[src/rtl/usb_cmd_sequencer.sv]
// Host-command sequencer between the FT232H comm controller and the reservoir core.
// Decodes byte packets from the PC into run-config register writes and run
// start/abort strobes. Once a run completes, it asks the comm controller to
// upload the sample RAM.
module usb_cmd_sequencer #(
   parameter logic [15:0] GAIN_RST = 16'h0100,
   parameter logic [15:0] LEN_RST  = 16'd400,
   parameter int unsigned TIMEOUT  = 50_000_000,
   parameter int unsigned TO_W     = 26
) (
   input  logic        CLOCK_50,
   input  logic        reset,
   input  logic [7:0]  rx_data,
   input  logic        rx_valid,
   input  logic        usb_tx_active,
   input  logic        run_done,
   output logic        write_sig,
   output logic        run_start,
   output logic        run_abort,
   output logic [15:0] gain_reg,
   output logic [15:0] len_reg,
   output logic        busy,
   output logic        err_flag,
   output logic [2:0]  state_dbg
);

   localparam logic [7:0] OP_SET_GAIN = 8'hA1;
   localparam logic [7:0] OP_SET_LEN  = 8'hA2;
   localparam logic [7:0] OP_RUN      = 8'hA3;
   localparam logic [7:0] OP_UPLOAD   = 8'hA4;
   localparam logic [7:0] OP_ABORT    = 8'hA5;

   localparam logic [TO_W-1:0] TO_MAX = TO_W'(TIMEOUT);

   typedef enum logic [2:0] {
      IDLE     = 3'd0,
      GET_HI   = 3'd1,
      GET_LO   = 3'd2,
      WAIT_RUN = 3'd3,
      UP_REQ   = 3'd4,
      UP_WAIT  = 3'd5
   } state_t;

   state_t          state_q, state_d;
   logic [TO_W-1:0] to_q, to_d;
   logic            sel_len_q, sel_len_d;   // target of the pending packet: 1 = len_reg
   logic [7:0]      hi_q, hi_d;
   logic [15:0]     gain_q, gain_d;
   logic [15:0]     len_q, len_d;
   logic            err_q, err_d;
   logic            start_q, start_d;
   logic            abort_q, abort_d;
   logic            wr_q;
   logic            busy_q;

   // Next-state, payload capture, timeout and strobe generation.
   always_comb begin
      state_d   = state_q;
      to_d      = '0;
      sel_len_d = sel_len_q;
      hi_d      = hi_q;
      gain_d    = gain_q;
      len_d     = len_q;
      err_d     = err_q;
      start_d   = 1'b0;
      abort_d   = 1'b0;

      case (state_q)
         IDLE: begin
            if (rx_valid) begin
               case (rx_data)
                  OP_SET_GAIN: begin
                     sel_len_d = 1'b0;
                     err_d     = 1'b0;
                     state_d   = GET_HI;
                  end
                  OP_SET_LEN: begin
                     sel_len_d = 1'b1;
                     err_d     = 1'b0;
                     state_d   = GET_HI;
                  end
                  OP_RUN: begin
                     start_d = 1'b1;
                     err_d   = 1'b0;
                     state_d = WAIT_RUN;
                  end
                  OP_UPLOAD: begin
                     err_d   = 1'b0;
                     state_d = UP_REQ;
                  end
                  OP_ABORT: begin
                     err_d = 1'b0;
                  end
                  default: begin
                     err_d = 1'b1;
                  end
               endcase
            end
         end

         GET_HI: begin
            if (rx_valid) begin
               hi_d    = rx_data;
               state_d = GET_LO;
            end else if (to_q == TO_MAX) begin
               err_d   = 1'b1;
               state_d = IDLE;
            end else begin
               to_d = to_q + 1'b1;
            end
         end

         GET_LO: begin
            // The target register is written only here, so an abandoned
            // packet never disturbs it.
            if (rx_valid) begin
               if (sel_len_q) begin
                  len_d = {hi_q, rx_data};
               end else begin
                  gain_d = {hi_q, rx_data};
               end
               state_d = IDLE;
            end else if (to_q == TO_MAX) begin
               err_d   = 1'b1;
               state_d = IDLE;
            end else begin
               to_d = to_q + 1'b1;
            end
         end

         WAIT_RUN: begin
            // Abort takes priority over a coincident run_done: no upload.
            if (rx_valid && (rx_data == OP_ABORT)) begin
               abort_d = 1'b1;
               err_d   = 1'b0;
               state_d = IDLE;
            end else if (run_done) begin
               state_d = UP_REQ;
            end
         end

         UP_REQ: begin
            if (usb_tx_active) begin
               state_d = UP_WAIT;
            end
         end

         UP_WAIT: begin
            if (!usb_tx_active) begin
               state_d = IDLE;
            end
         end

         default: begin
            state_d = IDLE;
         end
      endcase
   end

   // State, configuration registers and registered outputs.
   always_ff @(posedge CLOCK_50 or posedge reset) begin
      if (reset) begin
         state_q   <= IDLE;
         to_q      <= '0;
         sel_len_q <= 1'b0;
         hi_q      <= '0;
         gain_q    <= GAIN_RST;
         len_q     <= LEN_RST;
         err_q     <= 1'b0;
         start_q   <= 1'b0;
         abort_q   <= 1'b0;
         wr_q      <= 1'b0;
         busy_q    <= 1'b0;
      end else begin
         state_q   <= state_d;
         to_q      <= to_d;
         sel_len_q <= sel_len_d;
         hi_q      <= hi_d;
         gain_q    <= gain_d;
         len_q     <= len_d;
         err_q     <= err_d;
         start_q   <= start_d;
         abort_q   <= abort_d;
         // Derived from the next state so they line up with state_q.
         wr_q      <= (state_d == UP_REQ);
         busy_q    <= (state_d != IDLE);
      end
   end

   assign write_sig = wr_q;
   assign run_start = start_q;
   assign run_abort = abort_q;
   assign gain_reg  = gain_q;
   assign len_reg   = len_q;
   assign busy      = busy_q;
   assign err_flag  = err_q;
   assign state_dbg = state_q;

endmodule

[config.mk]
export PLATFORM = sky130hd
export DESIGN_NAME = usb_cmd_sequencer
export DESIGN_NICKNAME = d
export VERILOG_FILES = /design/src/rtl/usb_cmd_sequencer.sv
export SDC_FILE = /design/constraint.sdc
export NUM_CORES = 1
export LEC_CHECK = 0
export ABC_AREA = 1
export BUFFER_PORTS_ARGS = -buffer_cell sky130_fd_sc_hd__buf_2
export CORE_MARGIN = 2
export CORE_UTILIZATION = 30
export DETAILED_ROUTE_END_ITERATION = 10
export PLACE_DENSITY = 0.47
export SETUP_SLACK_MARGIN = 0.02
export SLEW_MARGIN = 5
export SYNTH_ARGS = -nofsm -noshare
export SYNTH_HDL_FRONTEND = slang
export SYNTH_SLANG_ARGS = --single-unit
[constraint.sdc]
create_clock -name CLOCK_50 -period 2.7 [get_ports CLOCK_50]
set_clock_uncertainty 0.2 [all_clocks]
set_input_delay 0.27 -clock CLOCK_50 [delete_from_list [all_inputs] [get_ports CLOCK_50]]
set_output_delay 0.27 -clock CLOCK_50 [all_outputs]
set_load 0.005 [all_outputs]
==> impl_metrics.toml <==
[final_layout]
antennaDiodeCount = 0
final_nets = 528
design_area_mm2 = 0.00438
drive_gt1_share_pct = 17.8
largest_reg_flops = 26
syn_to_final_growth_pct = 20.9

[sta]
maxSlewViolCount = 0
fmax_mhz = 494
tightest_slew_ps = 923
finalSetupViolCount = 0
max_slew_margin_pct = 38.3
finalHoldViolCount = 0
period_share_pct = 75.0
period_minus_slack_ps = 2020
rsz0062_at_grt = "false"
finalSetupTns_ps = 0

[routing]
drtAntennaViolNets = 0
drcViolationCount = 0
firstDrtPassIters = 4
drt_iter0_drc = 119
num_vias = 3079
finalWirelength_um = 9210
viasPerCell = 4.63
wire_per_inst_um = 13.9

[placement]
place_area_mm2 = 0.00407
dp_hpwl_um = 6760
gp_congestion = 0.824
port_buffers = 52

[synthesis]
syn-num-nets = 468
synth-warning-count = 0
avgSynthCellArea_um2 = 7.99
ys_types = 32
yosysSeqAreaShare_pct = 52.0
synthCells = 453
synth.ff_latch_count = 75
syn_area_mm2 = 0.00362

[grt]
antenna_found_initial = 0
grt_usage_pct = 15.4
grt_overflow = 0
grt_pass1_wl_um = 15600
grt_max_degree = 40
grt_pass1_vias = 3049

[hold_path]
hold_path.class = "in2reg"

[floorplanning]
start_util_pct = 30.4
die_w_um = 114
die_height_um = 114
io_pins = 53
die_area_mm2 = 0.0130
coreArea_mm2 = 0.0119
rows = 40

[cts]
htreeDepth = 3
clkTransAtPathRegs_ps = 60
clock_tree.buffer_depth = 2
cts_buffers = 9
cts.sinks = 75
root_buffer = "clkbuf_16"
cts_tree = "done"
postCtsResizedCells = 0
clk_latency_ps = 350

[power]
p_leak_nw = 2.09
power_w = 0.00309
ir_worst_vdd_uv = 411
p_per_area_mw_per_mm2 = 705

[critical_path]
worstPathRequired_ps = 2750
path_max_fanout = 32
cp.arrival_ps = 2070
worstSetupPathType = "reg2reg"
cp-start-kind = "flip-flop"
end_kind = "flip-flop"

[run_status]
outcome = "completed"

[run]
maxCapViolations = 0
-- worst paths after layout --
kind                       cells past startpoint                    from                 endpoint  slack (ps)
max in group asynchronous                      4                   reset  gain_reg[8]$_DFFE_PP1P_        1280
max reg2reg                                    5  state_dbg[2]$_DFF_PP0_  gain_reg[2]$_DFFE_PP0P_         680
max                                            5  state_dbg[2]$_DFF_PP0_  gain_reg[2]$_DFFE_PP0P_         680
min in group asynchronous                      3                   reset   len_reg[0]$_DFFE_PP0P_         340
min                                            2                rx_valid       to_q[16]$_DFF_PP0_           2
min reg2reg                                    2  len_reg[1]$_DFFE_PP0P_   len_reg[1]$_DFFE_PP0P_         280
-- per-stage QoR --
step	worst slack (ps)	hold slack, ps	util, %	instances
2_1_floorplan	327	143	-	453
3_3_place_gp	674	193	34.2	647
3_5_place_dp	634	194	34.2	647
4_1_cts	628	3.68	36.7	665
5_1_grt	370	1.25	36.7	665
6_report	676	2.19	36.7	665
-- area by class of cell --
| type | instances | area (µm²) |
|---|---|---|
| Clock buffer | 10 | 239 |
| Clock inverter | 6 | 47.5 |
| Fill cell | 1305 | 7530 |
| Inverter | 58 | 218 |
| Multi-Input combinational cell | 311 | 1480 |
| Sequential cell | 75 | 1880 |
| Tap cell | 147 | 184 |
| Timing Repair Buffer | 58 | 323 |
-- what timing repair did --
| item | 4_1_cts | 5_1_grt |
|---|---|---|
| buffers inserted | 0 | 0 |
| endpoints found under the hold margin | 23 | 0 |
| hold buffers | 2 | 0 |
-- worst max-delay path: stages (launching register included) --
cell	delay, ps
dfrtp_1	450
nor2_1	160
nand2_1	100
inv_1	80
nand2_1	530
o21ai_0	390
-- kinds of logic after synthesis --
kind of cell / after synthesis / share of synthesized area (%)
and+or+nand+nor: 243 / 30.4
adders and majority gates: 2 / 0.691
xor gates and xnor gates: 4 / 0.968
buffers and inverters: 67 / 7.02
DFF: 75 / 52.0
AOI/OAI and AO/OA: 62 / 8.92
-- cells in the final DEF (no fill, tap or decap), types with 4 or more instances in the layout --
cell	count
nand2_1	107
nand4_1	10
clkbuf_16	9
nand3_1	23
buf_2	52
inv_1	56
nor3_1	13
dfrtp_1	71
o21ai_0	43
nor2_1	69
dfstp_2	4
a21oi_1	13
-- Yosys cell counts (all sizes together) --
cell type / instances / area [µm²]
a2111oi: 1 / 8.76
a21boi: 1 / 7.51
a21o: 1 / 7.51
a21oi: 13 / 65.1
a31oi: 1 / 6.26
and3b: 1 / 8.76
buf: 2 / 10.0
clkbuf: 7 / 26.3
dfrtp: 71 / 1780
dfstp: 4 / 105
ha: 2 / 25.0
inv: 58 / 218
nand2: 108 / 408
nand3: 27 / 163
nand4: 10 / 62.6
nor2: 74 / 300
nor3: 17 / 118
nor3b: 3 / 22.5
nor4: 3 / 18.8
o21a: 1 / 7.51
o21ai: 44 / 220
xnor2: 1 / 8.76
xor2: 3 / 26.3
-- layer usage --
layer | vias up | global-route usage [%] | share of wire [%]
met3 | 10 | 4.57 | 4.1
met1 | 1440 | 20.5 | 49
met2 | 58 | 24.8 | 46
met5 | - | 0 | 0
met4 | 0 | 3.66 | 1.2
li1 | 1571 | - | -
-- power breakdown --
group / leakage [nW] / internal, W / switching (W)
clock network: 0.133 / 0.000655 / 0.000509
registers: 1.01 / 0.00130 / 0.000117
logic: 0.950 / 0.000206 / 0.000295
total: 2.09 / 0.00217 / 0.000921
Note: power is estimated with default switching activity, not from simulation.
